**src/rtl/vga_scan_generator.sv**
```systemverilog
// Raster timing source: pixel/line counters, visible-area blank, active-low syncs,
// frame/line start strobes and a completed-frame counter, one pixel per enabled clock.
module vga_scan_generator #(
    parameter int H_ACTIVE = 640,
    parameter int H_FP     = 16,
    parameter int H_SYNC   = 96,
    parameter int H_BP     = 48,
    parameter int V_ACTIVE = 480,
    parameter int V_FP     = 10,
    parameter int V_SYNC   = 2,
    parameter int V_BP     = 33
) (
    input  logic        vga_clk,
    input  logic        reset,
    input  logic        pix_ce,
    output logic [9:0]  DrawX,
    output logic [9:0]  DrawY,
    output logic        blank,
    output logic        hs,
    output logic        vs,
    output logic        frame_start,
    output logic        line_start,
    output logic [15:0] frame_count
);

    localparam int H_TOTAL = H_ACTIVE + H_FP + H_SYNC + H_BP;
    localparam int V_TOTAL = V_ACTIVE + V_FP + V_SYNC + V_BP;

    localparam logic [9:0] H_ACT_END  = 10'(H_ACTIVE - 1);
    localparam logic [9:0] H_FP_END   = 10'(H_ACTIVE + H_FP - 1);
    localparam logic [9:0] H_SYNC_END = 10'(H_ACTIVE + H_FP + H_SYNC - 1);
    localparam logic [9:0] H_LAST     = 10'(H_TOTAL - 1);

    localparam logic [9:0] V_ACT_END  = 10'(V_ACTIVE - 1);
    localparam logic [9:0] V_FP_END   = 10'(V_ACTIVE + V_FP - 1);
    localparam logic [9:0] V_SYNC_END = 10'(V_ACTIVE + V_FP + V_SYNC - 1);
    localparam logic [9:0] V_LAST     = 10'(V_TOTAL - 1);

    typedef enum logic [1:0] {
        PH_ACTIVE,
        PH_FRONT,
        PH_SYNC,
        PH_BACK
    } phase_t;

    logic [9:0]  hCount_q, hCount_d;
    logic [9:0]  vCount_q, vCount_d;
    phase_t      hPhase_q, hPhase_d;
    phase_t      vPhase_q, vPhase_d;
    logic        lineWrap;

    logic        blank_q, blank_d;
    logic        hs_q, hs_d;
    logic        vs_q, vs_d;
    logic        frameStart_q, frameStart_d;
    logic        lineStart_q, lineStart_d;
    logic [15:0] frameCount_q, frameCount_d;

    always_comb begin
        hCount_d = hCount_q;
        vCount_d = vCount_q;
        lineWrap = 1'b0;
        if (pix_ce) begin
            if (hCount_q == H_LAST) begin
                hCount_d = '0;
                lineWrap = 1'b1;
                if (vCount_q == V_LAST) begin
                    vCount_d = '0;
                end else begin
                    vCount_d = vCount_q + 10'd1;
                end
            end else begin
                hCount_d = hCount_q + 10'd1;
            end
        end
    end

    // Phases step on the last count of the current phase, so the decode below
    // lines up with the counter value being loaded on the same edge.
    always_comb begin
        hPhase_d = hPhase_q;
        if (pix_ce) begin
            unique case (hPhase_q)
                PH_ACTIVE: if (hCount_q == H_ACT_END)  hPhase_d = PH_FRONT;
                PH_FRONT:  if (hCount_q == H_FP_END)   hPhase_d = PH_SYNC;
                PH_SYNC:   if (hCount_q == H_SYNC_END) hPhase_d = PH_BACK;
                PH_BACK:   if (hCount_q == H_LAST)     hPhase_d = PH_ACTIVE;
                default:                               hPhase_d = PH_ACTIVE;
            endcase
        end
    end

    always_comb begin
        vPhase_d = vPhase_q;
        if (lineWrap) begin
            unique case (vPhase_q)
                PH_ACTIVE: if (vCount_q == V_ACT_END)  vPhase_d = PH_FRONT;
                PH_FRONT:  if (vCount_q == V_FP_END)   vPhase_d = PH_SYNC;
                PH_SYNC:   if (vCount_q == V_SYNC_END) vPhase_d = PH_BACK;
                PH_BACK:   if (vCount_q == V_LAST)     vPhase_d = PH_ACTIVE;
                default:                               vPhase_d = PH_ACTIVE;
            endcase
        end
    end

    always_comb begin
        blank_d      = (hPhase_d == PH_ACTIVE) && (vPhase_d == PH_ACTIVE);
        hs_d         = (hPhase_d != PH_SYNC);
        vs_d         = (vPhase_d != PH_SYNC);
        lineStart_d  = lineWrap;
        frameStart_d = lineWrap && (vCount_q == V_LAST);
        frameCount_d = frameStart_d ? frameCount_q + 16'd1 : frameCount_q;
    end

    // Reset parks on the last pixel of a frame so the first enabled edge enters (0,0)
    // and rolls the frame counter over to 0.
    always_ff @(posedge vga_clk or posedge reset) begin
        if (reset) begin
            hCount_q     <= H_LAST;
            vCount_q     <= V_LAST;
            hPhase_q     <= PH_BACK;
            vPhase_q     <= PH_BACK;
            blank_q      <= 1'b0;
            hs_q         <= 1'b1;
            vs_q         <= 1'b1;
            frameStart_q <= 1'b0;
            lineStart_q  <= 1'b0;
            frameCount_q <= 16'hFFFF;
        end else begin
            hCount_q     <= hCount_d;
            vCount_q     <= vCount_d;
            hPhase_q     <= hPhase_d;
            vPhase_q     <= vPhase_d;
            blank_q      <= blank_d;
            hs_q         <= hs_d;
            vs_q         <= vs_d;
            frameStart_q <= frameStart_d;
            lineStart_q  <= lineStart_d;
            frameCount_q <= frameCount_d;
        end
    end

    assign DrawX       = hCount_q;
    assign DrawY       = vCount_q;
    assign blank       = blank_q;
    assign hs          = hs_q;
    assign vs          = vs_q;
    assign frame_start = frameStart_q;
    assign line_start  = lineStart_q;
    assign frame_count = frameCount_q;

endmodule

```
**config.mk**
```make
export PLATFORM = sky130hd
export DESIGN_NAME = vga_scan_generator
export DESIGN_NICKNAME = d
export VERILOG_FILES = /design/src/rtl/vga_scan_generator.sv
export SDC_FILE = /design/constraint.sdc
export NUM_CORES = 1
export LEC_CHECK = 0
export BUFFER_PORTS_ARGS = -buffer_cell sky130_fd_sc_hd__buf_2
export CORE_MARGIN = 2
export CORE_UTILIZATION = 45
export CTS_BUF_LIST = sky130_fd_sc_hd__clkbuf_8
export DETAILED_ROUTE_END_ITERATION = 8
export PLACE_DENSITY = 0.73
export SETUP_SLACK_MARGIN = 0.15
export SYNTH_ARGS = -nofsm -noshare
export SYNTH_HDL_FRONTEND = slang
export SYNTH_SLANG_ARGS = --single-unit
```
**constraint.sdc**
```tcl
create_clock -name vga_clk -period 3.1 [get_ports vga_clk]
set_clock_uncertainty 0.2 [all_clocks]
set_input_delay 0.62 -clock vga_clk [delete_from_list [all_inputs] [get_ports vga_clk]]
set_output_delay 0.62 -clock vga_clk [all_outputs]
set_load 0.005 [all_outputs]
```
# ---- Yosys cells after proc, flatten, opt, wreduce, memory -nomap -nowiden
# Index checks and enable logic that the tools add are counted.
dict set report classes {
  reduce_logical 7
  muxes 16
  eq_ne 16
  add_sub_neg 3
}
# op count
set op_table {}
lappend op_table {{equality test 10 bit (second input constant)} 5}
lappend op_table {{equality test 10 x 9 -> 1 bit (second input constant)} 3}
lappend op_table {{adder 10 x 1 -> 10 bit (second input constant)} 2}
lappend op_table {{2-to-1 mux 10 bit} 2}
lappend op_table {{2-to-1 mux 2 bit} 10}
lappend op_table {{adder 16 x 1 -> 16 bit (second input constant)} 1}
lappend op_table {{one-hot mux 2 bit (4 select lines)} 2}
lappend op_table {{equality test 2 bit (second input constant)} 4}
lappend op_table {{logical NOT 2 bit} 4}
lappend op_table {{equality test 2 x 1 -> 1 bit (second input constant)} 2}
lappend op_table {{!= test 2 bit (second input constant)} 2}
lappend op_table {{logical AND 1 bit} 2}
lappend op_table {{2-to-1 mux 1 bit} 2}
lappend op_table {{AND reduction 2 bit} 1}
dict set report totals {
  in_bits 3
  elab_cells 52
  ff_bits 45
  output_inout_bits 41
}

# ---- Logic depth before layout (Yosys ltp)
# Gate-level depths: netlist of the first run.
dict set report depth {
  ltp_word 6
  depth_mapped 9
  mapped_depth_nobuf 7
}

# ---- Worst setup path before layout of the first run
# OpenSTA, ideal clock, no wires.
dict set report synth_timing {
  path_kind {register to register}
  start {reg hCount_q[0], in the netlist DrawX[0]}
  end {reg frameCount_q[13], in the netlist frame_count[13]}
  setup_time_ns 0.075
  synth_period_minus_slack_ns 2.364
  required_time_ns 2.825
  n_path_buf 2
  setup_slack_ns 0.736
  arrival_ns 2.090
  stages_incl_launch_ff 9
  path_cell_list {dfstp_2 ha_1 and4_1 buf_4 nand3_2 or4_4 buf_6 nor3_2 xor2_1}
}
dict set report synth_via {
  elab_chain_cells 4
}
# item line
set synth_rtl {}
lappend synth_rtl {{start: declaration} 46} ;# logic [9:0] hCount_q, hCount_d;
lappend synth_rtl {{start signal: assignment} 130} ;# hCount_q <= hCount_d;
lappend synth_rtl {{equality test 10 bit} 64} ;# if (hCount_q == H_LAST) begin
lappend synth_rtl {{2-to-1 mux 1 bit} 64}
lappend synth_rtl {{2-to-1 mux 1 bit} 63} ;# if (pix_ce) begin
lappend synth_rtl {{logical AND 1 bit} 111} ;# frameStart_d = lineWrap && (vCount_q == V_LAST);
lappend synth_rtl {{end signal: assignment} 139} ;# frameCount_q <= frameCount_d;
lappend synth_rtl {{end: declaration} 57} ;# logic [15:0] frameCount_q, frameCount_d;
# Every way passes these cells.
# A chain may end at the register's enable or synchronous reset.

# ---- Final worst setup path of the first run
dict set report layout_timing {
  start {reg hCount_q[0], in the netlist DrawX[0]}
  end {reg frameCount_q[10], in the netlist frame_count[10]}
}
# The elaborated chain is that of the path after synthesis.

==> results of run 1 <==
placed cells by master (no fill, tap or decap), types with 6 or more instances in the layout:
cell,Yosys,routed
nand3_1,16,16
nor2_1,18,18
nand2_1,14,14
clkbuf_8,0,6
inv_1,11,12
nand4_1,15,15
xor2_1,18,18
dfrtp_1,13,13
dfstp_2,32,32
nor3_2,8,8
o21ai_0,7,7
buf_2,2,43
xnor2_1,11,11
layer usage:
metal / vias up / global-route usage
met5: - / 0
met4: 0 / 0.0741
met3: 7 / 0.0489
met2: 37 / 0.247
met1: 808 / 0.261
li1: 845 / -
worst max-delay path: cells and delay by family, from the launching register on:
| kind | cells | cell delay (ns) |
|---|---|---|
| XOR/XNOR | 1 | 0.19 |
| adder cells (fa/ha/maj) | 1 | 0.21 |
| flip-flops | 1 | 0.56 |
| AND/OR/NAND/NOR | 4 | 1.41 |
worst paths after layout:
kind	start	depth (start not counted)	end
min	reset	2	DrawX[6]
min reg2reg	frame_count[3]	1	frame_count[3]
max reg2reg	DrawX[0]	6	frame_count[10]
max in group asynchronous	reset	3	frame_count[9]
max	DrawX[0]	6	frame_count[10]
min in group vga_clk	frame_count[3]	1	frame_count[3]
flip-flops by register name, summed over array words and instances (netlist names):
register and count:
blank 1, frame_start 1, frame_count 16, vPhase_q 2, hs 1, DrawY 10, line_start 1, hPhase_q 2
DrawX 10, vs 1
report_power, final:
group | switching (mW) | total (mW) | leakage (nW) | internal [mW]
Clock | 0.183 | 0.359 | 0.0538 | 0.175
Sequential | 0.0736 | 0.730 | 0.497 | 0.657
Combinational | 0.0880 | 0.177 | 0.654 | 0.0890
kinds of logic (layout without fill, tap and decap cells):
kind of cell,after synthesis,count (layout),synth area share
buffers and inverters,19,65,0.0388
AND/OR/NAND/NOR,99,99,0.256
XOR/XNOR,29,29,0.111
multiplexers,2,2,0.00982
flip-flops,45,45,0.509
adder cells (fa/ha/maj),5,5,0.0273
AO/OA/AOI/OAI,17,17,0.0486
final cells by class:
type                       count  area share
multi-input combinational    152       0.390
sequential                    45       0.439
inverter                      11      0.0155
clock buffer                   6      0.0311
tap                           67      0.0316
timing repair buffer          46      0.0895
clock inverter                 2     0.00283
stage by stage:
stage | hold slack [ns] | cells | setup slack, ns
6_report | 0.171 | 329 | 0.466
5_1_grt | 0.219 | 329 | 0.298
4_1_cts | 0.189 | 329 | 0.438
3_5_place_dp | 0.302 | 321 | 0.459
3_3_place_gp | 0.285 | 321 | 0.541
2_1_floorplan | 0.279 | 216 | 0.736
==> results_dict.tcl, run 1 <==
set metrics [dict create \
    status "complete, no violations" \
    die_h_um 75.4 \
    ir_drop_mv 0.228 \
    vias_per_cell 5.16 \
    dieArea_mm2 0.00568 \
    ys_types 44 \
    clk_latency_ns 0.30 \
    multi_input_area_mm2 0.00104 \
    nNetsFinal 269 \
    clockBufferDepth 2 \
    io_pins 44 \
    htree_num_levels 2 \
    rows 25 \
    critPathMaxStageDelay_ns 0.61 \
    synth.largest_area_cell "dfstp_2" \
    drt-pass1-iter-count 4 \
    dpl.hpwl_um 3280 \
    routedWlPerCell_um 13.9 \
    place_congestion 0.842 \
    syn_area_mm2 0.00229 \
    path_class "reg2reg" \
    drt_iter0_markers 125 \
    wl_um 4580 \
    ctsResizeCount 0 \
    area_delta_synth_final_pct 15.9 \
    fillers 456 \
    synth_edf_count 0 \
    cp_cell_sequence "ha_1, and4_1, nand3_2, or4_4, nor4_1, xor2_1" \
    final_area_mm2 0.00266 \
    antenna_found_initial 0 \
    setup_violations 0 \
    yosysTopAreaCellShare 0.367 \
    ys.flop_type "dfstp_2" \
    ys_top_cells_by_area "dfstp_2 (37%), dfrtp_1 (14%), xor2_1 (6.9%)" \
    grt.overflow.total 0 \
    wl_met1_um 2240 \
    yosys_warnings 0 \
    yosys.cell_count.top_type "dfstp_2" \
    yosys_register_bits 45 \
    tightest_slew_ns 0.819 \
    cts_made_buffers 5 \
    crit_path_max_fanout 11 \
    p_per_area_mw_per_mm2 477 \
    drive_gt1_frac 0.374 \
    timing.final.crit_period_ns 2.63 \
    clock_sinks 45 \
    rsz0062_at_grt "false" \
    avgSynthCellArea_um2 10.6 \
    clk_pin_slew_ns 0.08 \
    grt_use_total 0.178 \
    crit_slowest_cell "or4_4" \
    p_leak_nw 1.20 \
    cap_violations 0 \
    r2r_setup_slack_ns 0.47 \
    cts_setup_buffers 0 \
    setup-tns-final_ns 0 \
    area.sequential_mm2 0.00117 \
    hp-class "in2async" \
    grt_pass1_wl_um 7470 \
    max_freq_ghz 0.380 \
    finalCritPeriodShare 0.850 \
    dr.max_layer_used "met4" \
    ctsHoldBuffers 0 \
    place_area_mm2 0.00257 \
    synth_cells 216 \
    antenna_left 0 \
    synth_commonest_cells "dfstp_2 (32), nor2_1 (18), xor2_1 (18), nand3_1 (16), nand4_1 (15)" \
    syn-num-nets 224 \
    grt_pass1_vias 1574 \
    hold_viol 0 \
    cts_tree "built" \
    antenna_cells 0 \
    num_vias 1697 \
    drv_slew 0 \
    grt_start_max_net_pins 24 \
    required_ns 3.13 \
    portBuffers 43 \
    initial_core_util 0.476 \
    post-route-drc-count 0 \
    endpoint_kind "register" \
    crit_arrival_ns 2.66 \
    dr_wl_met3_um 201 \
    core_mm2 0.00482 \
    async_reset_ff_frac 1.00 \
    ys_seq_area_frac 0.509 \
    routed-wl-met2_um 2060 \
    startpoint_type "register" \
    fin_util 0.551 \
    die_x_um 75.4 \
    timing.slew.headroom 0.449 \
    p_total_mw 1.27 \
    ctsRootBufferMaster "clkbuf_8" \
]
(Power assumes the default switching activity.)
==> run 2, diff against run 1 <==
--- a/config.mk
+++ b/config.mk
@@ -5,12 +5,13 @@
 export SDC_FILE = /design/constraint.sdc
 export NUM_CORES = 1
 export LEC_CHECK = 0
+export ABC_AREA = 1
 export BUFFER_PORTS_ARGS = -buffer_cell sky130_fd_sc_hd__buf_2
 export CORE_MARGIN = 2
 export CORE_UTILIZATION = 45
 export CTS_BUF_LIST = sky130_fd_sc_hd__clkbuf_8
 export DETAILED_ROUTE_END_ITERATION = 8
-export PLACE_DENSITY = 0.73
+export PLACE_DENSITY = 0.72
 export SETUP_SLACK_MARGIN = 0.15
 export SYNTH_ARGS = -nofsm -noshare
 export SYNTH_HDL_FRONTEND = slang
==> constraint.sdc (replaced) <==
create_clock -name vga_clk -period 2.7 [get_ports vga_clk]
set_clock_uncertainty 0.2 [all_clocks]
set_input_delay 0.54 -clock vga_clk [delete_from_list [all_inputs] [get_ports vga_clk]]
set_output_delay 0.54 -clock vga_clk [all_outputs]
set_load 0.005 [all_outputs]
==> results_dict.tcl, run 2 <==
set metrics [dict create \
    ctsResizeCount 0 \
    grt_use_total 0.179 \
    io_pins 44 \
    p_total_mw 1.57 \
    crit_arrival_ns 2.26 \
    yosys.cell_count.top_type "nand2_1" \
    initial_core_util 0.460 \
    ys_top_cells_by_area "dfstp_2 (31%), dfrtp_1 (12%), nand2_1 (11%)" \
    syn_area_mm2 0.00271 \
    crit_path_max_fanout 17 \
    hold_viol 0 \
    p_leak_nw 1.57 \
    portBuffers 43 \
    die_x_um 81.6 \
    syn-num-nets 362 \
    place_ws_ns 0.477 \
    antenna_left 0 \
    vias_per_cell 4.93 \
    max_freq_ghz 0.448 \
    most-common-layout-cells "nand2_1 (82), inv_1 (58), buf_2 (43)" \
    ys_seq_area_frac 0.430 \
    grt_start_max_net_pins 46 \
    path_class "reg2reg" \
    critPathMaxStageDelay_ns 0.56 \
    place_area_mm2 0.00299 \
    die_h_um 81.6 \
    hp-class "in2async" \
    crit_slowest_cell "dfstp_2" \
    clockBufferDepth 2 \
    setup-tns-final_ns 0 \
    post-route-drc-count 0 \
    dpl.hpwl_um 4220 \
    synth_edf_count 0 \
    drive_gt1_frac 0.252 \
    clock_sinks 45 \
    timing.final.crit_period_ns 2.23 \
    drv_slew 0 \
    endpoint_kind "register" \
    antenna_cells 0 \
    place_congestion 0.889 \
    ctsRootBufferMaster "clkbuf_8" \
    dpl.cell_count 468 \
    core_mm2 0.00589 \
    startpoint_type "register" \
    antenna_found_initial 0 \
    fin_hold_ws_ns 0.174 \
    grt_pass1_vias 2091 \
    wl_um 5530 \
    fin_util 0.523 \
    area_delta_synth_final_pct 13.5 \
    cts_made_buffers 5 \
    clk_latency_ns 0.29 \
    yosys_register_bits 45 \
    timing.slew.headroom 0.636 \
    cts_tree "built" \
    grt_pass1_wl_um 9460 \
    status "complete, no violations" \
    nNetsFinal 408 \
    tightest_slew_ns 0.546 \
    yosys_warnings 0 \
    synth.largest_area_cell "dfstp_2" \
    layout_commonest_cell "nand2_1" \
    p_per_area_mw_per_mm2 511 \
    rsz0062_at_grt "false" \
    async_reset_ff_frac 1.00 \
    num_vias 2348 \
    required_ns 2.73 \
    synth_cells 354 \
    ys_types 30 \
    ys.flop_type "dfstp_2" \
    largest_reg_flops 16 \
    ir_drop_mv 0.291 \
    final_area_mm2 0.00308 \
    grt.overflow.total 0 \
    finalCritPeriodShare 0.826 \
    synth_commonest_cells "nand2_1 (82), inv_1 (57), nand3_1 (36), nor2_1 (35), dfstp_2 (32)" \
    htree_num_levels 2 \
    ctsHoldBuffers 0 \
    avgSynthCellArea_um2 7.66 \
    yosysTopAreaCellShare 0.310 \
    dieArea_mm2 0.00666 \
    cts_setup_buffers 0 \
    drt_iter0_markers 152 \
    rows 28 \
    cap_violations 0 \
    drt-pass1-iter-count 6 \
    fin_cells 476 \
    clk_pin_slew_ns 0.08 \
    finalWorstSetupSlack_ns 0.470 \
    routedWlPerCell_um 11.6 \
    r2r_setup_slack_ns 0.47 \
    path_common_cell "nand2_1" \
    cp_cell_sequence "ha_1, nand4_2, nor2_8, nand2_4, nor3_4, nand2_1, nand2_1, nand2_1" \
    setup_violations 0 \
]
==> run 2: changes by cell type in the layout (fill, tap and decap cells not counted), moves of 7 or more <==
cell / before / now
nor3_1: 2 / 16
xor2_1: 18 / 11
inv_1: 12 / 58
nor2_1: 18 / 35
o21ai_0: 7 / 15
nand2_1: 14 / 82
xnor2_1: 11 / 2
nor3_2: 8 / 0
nand3_1: 16 / 36
==> run 2: critical path: cells and delay by family (launching register included) <==
family / cells / cell delay [ns]
adders and majority gates: 1 / 0.22
and+or+nand+nor: 7 / 1.18
DFF: 1 / 0.56
==> run 2: path summary, 6_finish.rpt <==
| path | from | end | depth (start not counted) |
|---|---|---|---|
| worst min-delay path | reset | blank | 3 |
| min in group vga_clk | frame_count[1] | frame_count[1] | 2 |
| max in group asynchronous | reset | frame_count[1] | 3 |
| worst max-delay path | DrawX[0] | frame_count[8] | 8 |
| worst min register to register | frame_count[1] | frame_count[1] | 2 |
| worst max register to register | DrawX[0] | frame_count[8] | 8 |
==> run 2: power by group <==
part | switching, mW | leakage [nW] | internal [mW]
Clock | 0.220 | 0.0538 | 0.202
Sequential | 0.0928 | 0.466 | 0.773
Combinational | 0.175 | 1.05 | 0.111
Total | 0.488 | 1.57 | 1.09
==> run 2: final cells by class <==
cell class                 instances  area [um2]
fill                             574        2810
multi-input combinational        244        1280
inverter                          60         225
tap                               75        93.8
clock inverter                     2        7.51
timing repair buffer              44         223
clock buffer                       6        82.6
sequential                        45        1170
==> run 2: metal layers <==
layer,GRT usage,vias up,wire (um)
li1,-,1210,-
met1,0.262,1077,2740
met2,0.277,56,2480
met3,0.0319,5,281
met4,0.0400,0,30
met5,0,-,0
==> run 2: cell families (layout without fill, tap and decap cells) <==
| group | Yosys count | after routing | synth area share |
|---|---|---|---|
| adder cells (fa/ha/maj) | 5 | 5 | 0.0231 |
| AO/OA/AOI/OAI | 29 | 29 | 0.0554 |
| XOR/XNOR | 13 | 13 | 0.0420 |
| AND/OR/NAND/NOR | 197 | 197 | 0.351 |
| buffers and inverters | 65 | 112 | 0.0979 |
| flip-flops | 45 | 45 | 0.430 |
==> run 3, diff against run 2 <==
--- a/config.mk
+++ b/config.mk
@@ -11,7 +11,7 @@
 export CORE_UTILIZATION = 45
 export CTS_BUF_LIST = sky130_fd_sc_hd__clkbuf_8
 export DETAILED_ROUTE_END_ITERATION = 8
-export PLACE_DENSITY = 0.72
+export PLACE_DENSITY = 0.74
 export SETUP_SLACK_MARGIN = 0.15
 export SYNTH_ARGS = -nofsm -noshare
 export SYNTH_HDL_FRONTEND = slang
==> constraint.sdc (replaced) <==
create_clock -name vga_clk -period 1.8 [get_ports vga_clk]
set_clock_uncertainty 0.2 [all_clocks]
set_input_delay 0.36 -clock vga_clk [delete_from_list [all_inputs] [get_ports vga_clk]]
set_output_delay 0.36 -clock vga_clk [all_outputs]
set_load 0.005 [all_outputs]
==> results_dict.tcl, run 3 (same netlist as run 2, synthesis figures left out) <==
set metrics [dict create \
    pwr-share-seq 0.424 \
    p_total_mw 2.99 \
    antenna_left 0 \
    drt_iter0_markers 118 \
    hold_viol 0 \
    crit_arrival_ns 1.95 \
    power_switching_uw 898 \
    grt_start_max_net_pins 46 \
    grt_pass1_vias 2567 \
    setup_violations 33 \
    area_delta_synth_final_pct 46.4 \
    p_int_mw 2.09 \
    drt-pass1-iter-count 5 \
    drv_slew 0 \
    rsz0062_at_grt "true" \
    portBuffers 43 \
    num_vias 2768 \
    die_h_um 81.6 \
    cap_violations 0 \
    tightest_slew_ns 0.378 \
    clk_latency_ns 0.30 \
    path_delay_family "simple AND/OR/NAND/NOR gates" \
    critPathBufInv 2 \
    place_area_mm2 0.00334 \
    place_congestion 0.877 \
    grt_pass1_wl_um 11000 \
    initial_core_util 0.460 \
    core_mm2 0.00589 \
    clockBufferDepth 2 \
    dieArea_mm2 0.00666 \
    dr_wl_met3_um 290 \
    hp-class "in2reg" \
    path_class "reg2reg" \
    rows 28 \
    vias_per_cell 5.11 \
    timing.slew.headroom 0.746 \
    post-route-drc-count 0 \
    wl_met1_um 3110 \
    nNetsFinal 474 \
    antenna_cells 0 \
    p_per_area_mw_per_mm2 753 \
    cp_cell_sequence "ha_4, nand4_4, buf_4, buf_4, nor3_2, nand3_2, nand3_2, nor2_1" \
    wl_um 7330 \
    required_ns 1.80 \
    status "finished with violations" \
    routed-wl-met2_um 3760 \
    dpl.hpwl_um 4720 \
    clock_sinks 45 \
    violations "setup timing" \
    startpoint_type "register" \
    layout_commonest_cell "nand2_1" \
    dr.max_layer_used "met4" \
    routedWlPerCell_um 13.5 \
    max_freq_ghz 0.511 \
    fin_util 0.674 \
    fin_cells 542 \
    io_pins 44 \
    endpoint_kind "register" \
    cts_made_buffers 5 \
    finalWorstSetupSlack_ns -0.159 \
    grt_use_total 0.210 \
    ctsRootBufferMaster "clkbuf_8" \
    cts_tree "built" \
    crit_path_max_fanout 4 \
    clk_pin_slew_ns 0.09 \
    antenna_found_initial 0 \
    timing.final.crit_period_ns 1.96 \
    dpl.cell_count 507 \
    clkPwrFrac 0.267 \
    switching_share 0.300 \
    final_area_mm2 0.00397 \
    p_comb_frac 0.310 \
    grt.overflow.total 0 \
    htree_num_levels 2 \
    ir_drop_mv 0.613 \
    largest_reg_flops 16 \
    crit_slowest_cell "dfstp_2" \
    most-common-layout-cells "nand2_1 (75), inv_1 (52), buf_4 (45)" \
    die_x_um 81.6 \
    p_leak_nw 2.00 \
    critPathMaxStageDelay_ns 0.58 \
    drive_gt1_frac 0.439 \
    finalCritPeriodShare 1.09 \
]
==> run 3: cell count changes in the layout (fill, tap and decap cells not counted), sizes merged <==
cell         previous run  this run
dlygate4sd3             0         1
nor2                   44        45
bufinv                  0         1
inv                    61        60
buf                    44       108
==> run 3: path summary, 6_finish.rpt <==
path                                startpoint             end  slack (ns)  depth (start not counted)
worst min-delay path                    pix_ce        DrawX[0]        0.17                          2
worst max-delay path                  DrawX[0]           blank       -0.16                          8
worst min register to register  frame_count[8]  frame_count[8]        0.29                          2
min in group asynchronous                reset           blank        0.44                          4
max in group asynchronous                reset        DrawY[3]        0.67                          4
worst max register to register        DrawX[0]           blank       -0.16                          8
==> run 3: through the flow <==
stage | worst slack [ns] | setup TNS (ns) | hold WS (ns)
after floorplan | 0.0149 | 0 | 0.265
after global placement | -0.0132 | -0.0337 | 0.217
after detailed placement | -0.0749 | -0.352 | 0.225
after CTS | -0.0511 | -0.217 | 0.157
after global routing | -0.226 | -4.09 | 0.174
final | -0.159 | -1.54 | 0.168
==> run 3: power by group through the flow <==
stage	Sequential (mW)	Combinational (mW)	Clock, mW
after floorplan	1.32	0.284	0
after global placement	1.27	0.678	0
after detailed placement	1.28	0.695	0
after CTS	1.27	0.838	0.814
after global routing	1.28	1.02	0.856
final	1.27	0.926	0.797
==> run 3: area by class of cell <==
class,instances,area [um2]
Fill cell,447,1920
Multi-Input combinational cell,245,1500
Sequential cell,45,1170
Timing Repair Buffer,109,856
Inverter,60,233
Tap cell,75,93.8
Clock buffer,6,82.6
Clock inverter,2,33.8
==> run 3: worst register-to-register path, stage by stage (launching register included) <==
cell	delay, ns
dfstp_2	0.58
ha_4	0.17
nand4_4	0.12
buf_4	0.17
buf_4	0.12
nor3_2	0.17
nand3_2	0.14
nand3_2	0.12
nor2_1	0.06
==> run 3: what timing repair did <==
| item | 4_1_cts | 5_1_grt |
|---|---|---|
| setup buffers | 11 | 14 |
| hold endpoints to repair | 13 | 0 |
| cloned | 1 | 0 |
| hold buffers | 1 | 0 |
| pin swaps | 11 | 19 |
| resized for setup | 36 | 42 |
| setup endpoints to repair | 44 | 48 |
==> run 3: metal layers <==
metal / up-vias / global-route usage
met3: 16 / 0.0308
met4: 0 / 0.0767
met1: 1309 / 0.258
met2: 87 / 0.373
li1: 1356 / -
met5: - / 0
